$ cat src/rtl/hazard_ctrl_unit.sv
// hazard_ctrl_unit
//   Backward-direction pipeline control for the 5-stage core. Looks at the
//   register fields and control bits carried in the IF/ID, ID/EX, EX/MEM and
//   MEM/WB buffers and produces stall / flush / hold / forwarding controls.
//   Handles load-use stalls, taken-branch flushes, data-memory wait freezes
//   (with a sticky timeout flag) and EX operand forwarding. It also keeps
//   saturating stall and flush event counters.
//
// Parameters
//   CNT_W        width of stall_count / flush_count (saturating)
//   MEM_TIMEOUT  consecutive wait cycles before mem_timeout is raised (>=1)
//
// Ports
//   clk, reset                 rising-edge clock, synchronous active-high reset
//   ifid_rs1/ifid_rs2          source fields of the instruction in IF/ID
//   idex_rs1/rs2/rd, memread   ID/EX register fields and MemRead
//   exmem_rd/regwrite/memread/memwrite   EX/MEM destination and controls
//   memwb_rd/regwrite          MEM/WB destination and RegWrite
//   branch_taken               EX-stage branch/jump resolved taken
//   mem_ready                  data memory completes its access this cycle
//   pc_write, ifid_write       PC and IF/ID load enables
//   ifid_flush, idex_flush     clear IF/ID to NOP, ID/EX to bubble
//   pipe_hold                  freeze EX/MEM and MEM/WB
//   forward_a/forward_b        ALU operand select (00 reg, 10 EX/MEM, 01 MEM/WB)
//   mem_timeout                sticky: memory wait reached MEM_TIMEOUT cycles
//   stall_count, flush_count   saturating event counters

module hazard_ctrl_unit #(
  parameter int unsigned CNT_W       = 16,
  parameter int unsigned MEM_TIMEOUT = 64
) (
  input  logic             clk,
  input  logic             reset,
  input  logic [4:0]       ifid_rs1,
  input  logic [4:0]       ifid_rs2,
  input  logic [4:0]       idex_rs1,
  input  logic [4:0]       idex_rs2,
  input  logic [4:0]       idex_rd,
  input  logic             idex_memread,
  input  logic [4:0]       exmem_rd,
  input  logic             exmem_regwrite,
  input  logic             exmem_memread,
  input  logic             exmem_memwrite,
  input  logic [4:0]       memwb_rd,
  input  logic             memwb_regwrite,
  input  logic             branch_taken,
  input  logic             mem_ready,
  output logic             pc_write,
  output logic             ifid_write,
  output logic             ifid_flush,
  output logic             idex_flush,
  output logic             pipe_hold,
  output logic [1:0]       forward_a,
  output logic [1:0]       forward_b,
  output logic             mem_timeout,
  output logic [CNT_W-1:0] stall_count,
  output logic [CNT_W-1:0] flush_count
);

  localparam int unsigned WCNT_W = $clog2(MEM_TIMEOUT + 1);
  localparam logic [WCNT_W-1:0] WAIT_MAX = WCNT_W'(MEM_TIMEOUT);

  typedef enum logic [0:0] {
    RUN      = 1'b0,
    MEM_WAIT = 1'b1
  } stateT;

  stateT             state;
  stateT             nextState;
  logic [WCNT_W-1:0] waitCnt;
  logic [WCNT_W-1:0] waitCntNext;
  logic              memReq;
  logic              memWait;
  logic              loadUse;
  logic              stallInc;
  logic              flushInc;

  assign memReq  = exmem_memread | exmem_memwrite;
  assign memWait = memReq & ~mem_ready;
  assign loadUse = idex_memread && (idex_rd != '0) &&
                   ((idex_rd == ifid_rs1) || (idex_rd == ifid_rs2));

  // Next state and stage controls. Priority: wait > branch > load-use > none.
  // While frozen, branch/load-use are ignored; they are seen again once the
  // stages move, since their inputs are held in the frozen buffers.
  always_comb begin
    nextState  = state;
    pc_write   = 1'b1;
    ifid_write = 1'b1;
    ifid_flush = 1'b0;
    idex_flush = 1'b0;
    pipe_hold  = 1'b0;
    stallInc   = 1'b0;
    flushInc   = 1'b0;

    case (state)
      RUN:      nextState = memWait ? MEM_WAIT : RUN;
      MEM_WAIT: nextState = memWait ? MEM_WAIT : RUN;
      default:  nextState = RUN;
    endcase

    if (reset) begin
      nextState  = RUN;
      pc_write   = 1'b0;
      ifid_write = 1'b0;
      ifid_flush = 1'b1;
      idex_flush = 1'b1;
    end else if (memWait) begin
      pc_write   = 1'b0;
      ifid_write = 1'b0;
      pipe_hold  = 1'b1;
      stallInc   = 1'b1;
    end else if (branch_taken) begin
      ifid_flush = 1'b1;
      idex_flush = 1'b1;
      flushInc   = 1'b1;
    end else if (loadUse) begin
      pc_write   = 1'b0;
      ifid_write = 1'b0;
      idex_flush = 1'b1;
      stallInc   = 1'b1;
    end
  end

  // Wait counter: counts every frozen cycle (saturating), clears on leaving MEM_WAIT.
  always_comb begin
    waitCntNext = waitCnt;
    if (memWait) begin
      if (waitCnt != WAIT_MAX) begin
        waitCntNext = waitCnt + WCNT_W'(1);
      end
    end else if (state == MEM_WAIT) begin
      waitCntNext = '0;
    end
  end

  always_ff @(posedge clk) begin
    if (reset) begin
      state       <= RUN;
      waitCnt     <= '0;
      mem_timeout <= 1'b0;
      stall_count <= '0;
      flush_count <= '0;
    end else begin
      state   <= nextState;
      waitCnt <= waitCntNext;
      // Flag rises on the edge where the counter reaches the limit.
      if (memWait && (waitCntNext == WAIT_MAX)) begin
        mem_timeout <= 1'b1;
      end
      if (stallInc && (stall_count != '1)) begin
        stall_count <= stall_count + CNT_W'(1);
      end
      if (flushInc && (flush_count != '1)) begin
        flush_count <= flush_count + CNT_W'(1);
      end
    end
  end

  function automatic logic [1:0] fwdSel(input logic [4:0] rs);
    logic [1:0] sel;
    sel = 2'b00;
    if (exmem_regwrite && !exmem_memread && (exmem_rd != '0) && (exmem_rd == rs)) begin
      sel = 2'b10;
    end else if (memwb_regwrite && (memwb_rd != '0) && (memwb_rd == rs)) begin
      sel = 2'b01;
    end
    return sel;
  endfunction

  always_comb begin
    forward_a = 2'b00;
    forward_b = 2'b00;
    if (!reset) begin
      forward_a = fwdSel(idex_rs1);
      forward_b = fwdSel(idex_rs2);
    end
  end

endmodule

$ cat config.mk
export PLATFORM = sky130hd
export DESIGN_NAME = hazard_ctrl_unit
export DESIGN_NICKNAME = d
export VERILOG_FILES = /design/src/rtl/hazard_ctrl_unit.sv
export SDC_FILE = /design/constraint.sdc
export NUM_CORES = 1
export LEC_CHECK = 0
export ABC_AREA = 0
export CAP_MARGIN = 40
export CORE_AREA = 2 2 79 81
export DETAILED_ROUTE_END_ITERATION = 8
export DIE_AREA = 0 0 81 83
export PLACE_DENSITY = 0.76
export SYNTH_ARGS = -nofsm -noshare
export SYNTH_HDL_FRONTEND = slang
export SYNTH_SLANG_ARGS = --single-unit
export TNS_END_PERCENT = 10
$ cat constraint.sdc
create_clock -name clk -period 3.9 [get_ports clk]
set_input_delay 1.17 -clock clk [delete_from_list [all_inputs] [get_ports clk]]
set_output_delay 1.17 -clock clk [all_outputs]
set_load 0.05 [all_outputs]
# == Yosys cells after proc, flatten, opt, wreduce, memory -nomap -nowiden ==
# Index checks and enable logic that the tools add are counted.
# word_totals
ff_bits,41
latch_bits,0
ram_bits,0
mem_bits_ro,0
output_inout_bits,42
elab_cells,64
mem_count,0
# op_classes
addsub,3
mul,0
n_div,0
order_cmp,0
n_eq_ne,10
shift,0
mux,26
n_bitwise,3
reduce_logical,17
# ops
op,n
16-bit by 1-bit adder with 16-bit output (second input constant),2
16-bit != test (second input constant),2
5-bit == test,6
7-bit two-way mux,3
1-bit two-way mux,19
5-bit nonzero test,3
1-bit logical AND,12
2-bit two-way mux,4
7-bit by 1-bit adder with 7-bit output (second input constant),1
7-bit == test (second input constant),1
7-bit != test (second input constant),1
1-bit AND,1
1-bit logical NOT,1
1-bit logical OR,1
1-bit inverter,1
1-bit OR,1

# == Logic depth before layout (Yosys ltp) ==
# depth
word_depth,8
depth_mapped,8
ltp_nobuf,7

# == Least setup slack after synthesis ==
# Ideal clock, no wire load.
# synth_path
path_kind,input -> output
start,input exmem_rd[1]
end,output forward_a[0]
t_arrival_ns,3.518
t_required_ns,2.730
path_slack_ns,-0.788
stages,6
n_path_buf,0
cell_sequence,or4_1 -> nor2_1 -> nor3b_1 -> nand4_1 -> nor3_1 -> nor4_1
# synth_between
elab_chain_cells,5
elab_cells_between_ends,6
# synth_lines
element,line,source
"start, declared",40,"input logic [4:0] exmem_rd,"
5-bit nonzero test,163,if (exmem_regwrite && !exmem_memread && (exmem_rd != '0) && (exmem_rd == rs)) begin
1-bit logical AND,163,
1-bit logical AND *,163,
2-bit two-way mux *,163,
2-bit two-way mux *,174,if (!reset) begin
"end, declared",53,"output logic [1:0] forward_a,"
# Every way passes the cells marked *; elsewhere a longest branch is shown, timed or not.

# == Worst setup path after layout ==
# layout_path
start,input memwb_rd[2]
end,output forward_b[0]
# layout_between
elab_chain_cells,6
elab_cells_between_ends,7
# layout_lines
element,line,source
"start, declared",44,"input logic [4:0] memwb_rd,"
5-bit nonzero test,165,end else if (memwb_regwrite && (memwb_rd != '0) && (memwb_rd == rs)) begin
1-bit logical AND,165,
1-bit logical AND *,165,
1-bit two-way mux *,165,
2-bit two-way mux *,163,
2-bit two-way mux *,174,
"end, declared",54,"output logic [1:0] forward_b,"
# Marks and branches as above.

==> metrics.txt <==
status=finished, violations left; failing checks=negative setup slack; Critical Path Start Type=input pin; largest net degree at the start of global routing=38; RD Place Congestion=0.940; H-Tree Depth=2; Max-slew headroom=58.0%; fin cells=493; initial DRC count=~160; asr flop ratio synth=0%; largest family of logic cells by synthesized area=simple AND/OR/NAND/NOR gates; Via Count=2619; arrival time at the worst endpoint=approximately 2.7 ns; initial core utilization=42.6%; clk slew on worst S/H paths=0.08 ns; DR pass1 iterations=4; worst skew pair latency=0.30 ns; routed len/inst=14.9 um; vias in the first global route=2474; DR DRC count=0; CTS tree=built; number of diodes=0; port bufs=85; deepest clock path buffer count=2; CP max stage cell=or4_4; final hold viol count=0; Routed Antenna Nets=0; area post-placement=3670 um^2; EDFF count, synth=0; P&R area growth vs syn=56.6%; Root Driver=clkbuf_8; worst path cell trace=dlygate4sd2_1 > buf_6 > xor2_1 > or4_4 > nor4_4 > buf_12; worst setup margin=-0.00928 ns; GR Overflow Total=0; share of cells above drive strength 1=17.0%; placed insts=483; Compound-Gate Fraction of Synth Area=14.0%; XOR/XNOR Fraction of Synth Area=17.0%; CORE AREA=just under 6000 um^2; Post-Syn Area=2480 um^2; CP max FO=2; min-delay worst type=register to register; fmax=0.256 GHz; Num CTS Buffers=5; Pins Over Slew Limit=0; fin area=a little under 4000 um^2; power per cell area=259 nW/um^2; CTS Hold Bufs=0; vias per cell=about 5.3; most common flop cell mapped by yosys=dfxtp_1; Syn. warnings=0; synthesized flop and latch total=41; initial antenna violation count=0; Simple-Gate Fraction of Synth Area=29.2%; Final Cycle Share=100%; I/O Pins=86; chip width=81 um; Mean Syn Cell Area=8.16 um^2; crit path capture type=output port; fill count=524; Slew @ Worst Pin=0.624 ns; DIE AREA=6720 um^2; Setup Skew=about 0.0033 ns; WP data required=2.73 ns; Peak VDD IR=0.000206 V; DP HPWL=5560 um; setup violators final=1; register area share after synthesis=33.1%; first-pass GRT wire length=around 12000 um; gr usage total=between 20% and 30%; mux cell area share after synthesis=under 10%; CP top delay family=simple AND/OR/NAND/NOR gates; height of the die=83 um; Layout Nets=465; Final Routed Wirelength=7340 um; Tmin final=between 3 and 4 ns; total of max-cap violations=0; clock sinks=41; net count of the mapped netlist=352; row cnt=28; Buf/Inv on CP=3; unrepaired setup endpoints after global routing=true; post-synthesis adder-cell area fraction=2.02%; CP peak stage delay=0.50 ns; Post-Syn Instances=304; Distinct cells, synth=48; Crit Path Class=input pin to output port; static leakage=approximately 1.4 nW
final cells by class:
class	count	area [um^2]	area share [%]
Inverter	7	26.3	0.677
Clock buffer	6	82.6	2.13
Sequential cell	41	821	21.1
Clock inverter	2	37.5	0.966
Timing Repair Buffer	114	1120	28.7
Multi-Input combinational cell	248	1710	43.9
Tap cell	75	93.8	2.42
routing by layer:
metal  wire length [um]  share of wire (%)  GRT usage, %
met1               3110                 42          28.4
met2               3710                 51          37.3
met3                334                4.6          3.48
met4                186                2.5          9.24
met5                  0                  0             0
state kept, by name, summed over array words and instances (netlist names):
register,cells
waitCnt,7
stall_count,16
flush_count,16
state,1
mem_timeout,1
stage by stage:
step           utilization, %  hold slack (ns)  setup slack [ns]  TNS (ns)  power (W)
2_1_floorplan               -            0.495            -0.356     -1.02   0.000534
3_3_place_gp             63.1            0.459            -0.287     -1.40   0.000641
3_5_place_dp             63.1            0.470            -0.307     -1.50   0.000644
4_1_cts                  66.7            0.490           0.00449         0    0.00101
5_1_grt                  66.8            0.516           -0.0502   -0.0769    0.00105
6_report                 66.8            0.477          -0.00928  -0.00928    0.00101
placed cells by master (no fill, tap or decap), types with 3 or more instances in the layout:
| cell type | netlist | layout |
|---|---|---|
| o21ai_0 | 8 | 8 |
| inv_1 | 7 | 7 |
| nor3_1 | 6 | 4 |
| buf_4 | 1 | 27 |
| xor2_1 | 27 | 27 |
| nor4_4 | 0 | 3 |
| or4_4 | 0 | 3 |
| nand3_1 | 17 | 17 |
| dlygate4sd2_1 | 0 | 20 |
| or3_1 | 4 | 4 |
| o31ai_1 | 6 | 6 |
| nor2_1 | 43 | 42 |
| clkdlybuf4s50_1 | 0 | 51 |
| mux2i_1 | 4 | 4 |
| nand4_1 | 11 | 11 |
| nor4_1 | 8 | 4 |
| nand2_1 | 27 | 27 |
| or4_1 | 10 | 7 |
| buf_12 | 0 | 7 |
| dfxtp_1 | 41 | 41 |
| ha_1 | 4 | 4 |
| clkbuf_8 | 0 | 6 |
| and4_1 | 3 | 3 |
| a21oi_1 | 16 | 15 |
| xnor2_1 | 21 | 20 |
synth_stat cells (all sizes together), types with 2 or more instances:
cell,n,area share [%]
a21o,2,0.61
a21oi,16,3.2
a22oi,2,0.61
and2,3,0.76
and3,2,0.50
and4,3,1.1
buf,2,0.76
clkbuf,6,0.91
dfxtp,41,33
ha,4,2.0
inv,7,1.1
mux2i,4,1.6
nand2,28,4.5
nand3,17,3.4
nand3b,2,0.61
nand4,11,2.8
nor2,43,6.5
nor3,6,1.2
nor4,8,2.0
o21ai,9,1.8
o31ai,6,1.8
or3,4,1.0
or4,10,3.0
xnor2,21,7.4
xor2,27,9.5
power by group:
part | switching [W] | total [W] | internal [W] | leakage, nW
logic | 0.000110 | 0.000214 | 0.000104 | 1.00
registers | 0.00000544 | 0.000428 | 0.000423 | 0.331
clock network | 0.000157 | 0.000365 | 0.000208 | 0.0574
path summary, 6_finish.rpt:
path / from / end / slack, ns / cells past startpoint
min reg2reg: mem_timeout / mem_timeout / 0.48 / 1
max reg2reg: stall_count[0] / stall_count[13] / 1.67 / 7
max: memwb_rd[2] / forward_b[0] / -0.009 / 6
min: mem_timeout / mem_timeout / 0.48 / 1
worst register-to-register path: cells and delay by family, from the launching register on:
kind / cells / cell delay, ns
adders and majority gates: 1 / 0.24
and+or+nand+nor: 4 / 0.98
DFF: 1 / 0.37
AOI/OAI and AO/OA: 2 / 0.58
cell families after synthesis:
| kind of cell | count (synthesis) |
|---|---|
| simple gates | 143 |
| compound gates | 48 |
| xor+xnor | 48 |
| flops | 41 |
| buf+inv | 15 |
| mux | 5 |
| fa+ha+maj | 4 |
timing repair:
action,CTS,global route
endpoints found under the setup margin,7,6
pin swaps,17,3
gates cloned,0,0
resized for setup,55,4
endpoints found under the hold margin,0,0
setup buffers,2,0
No activity file was read; power rests on OpenSTA's default activity.
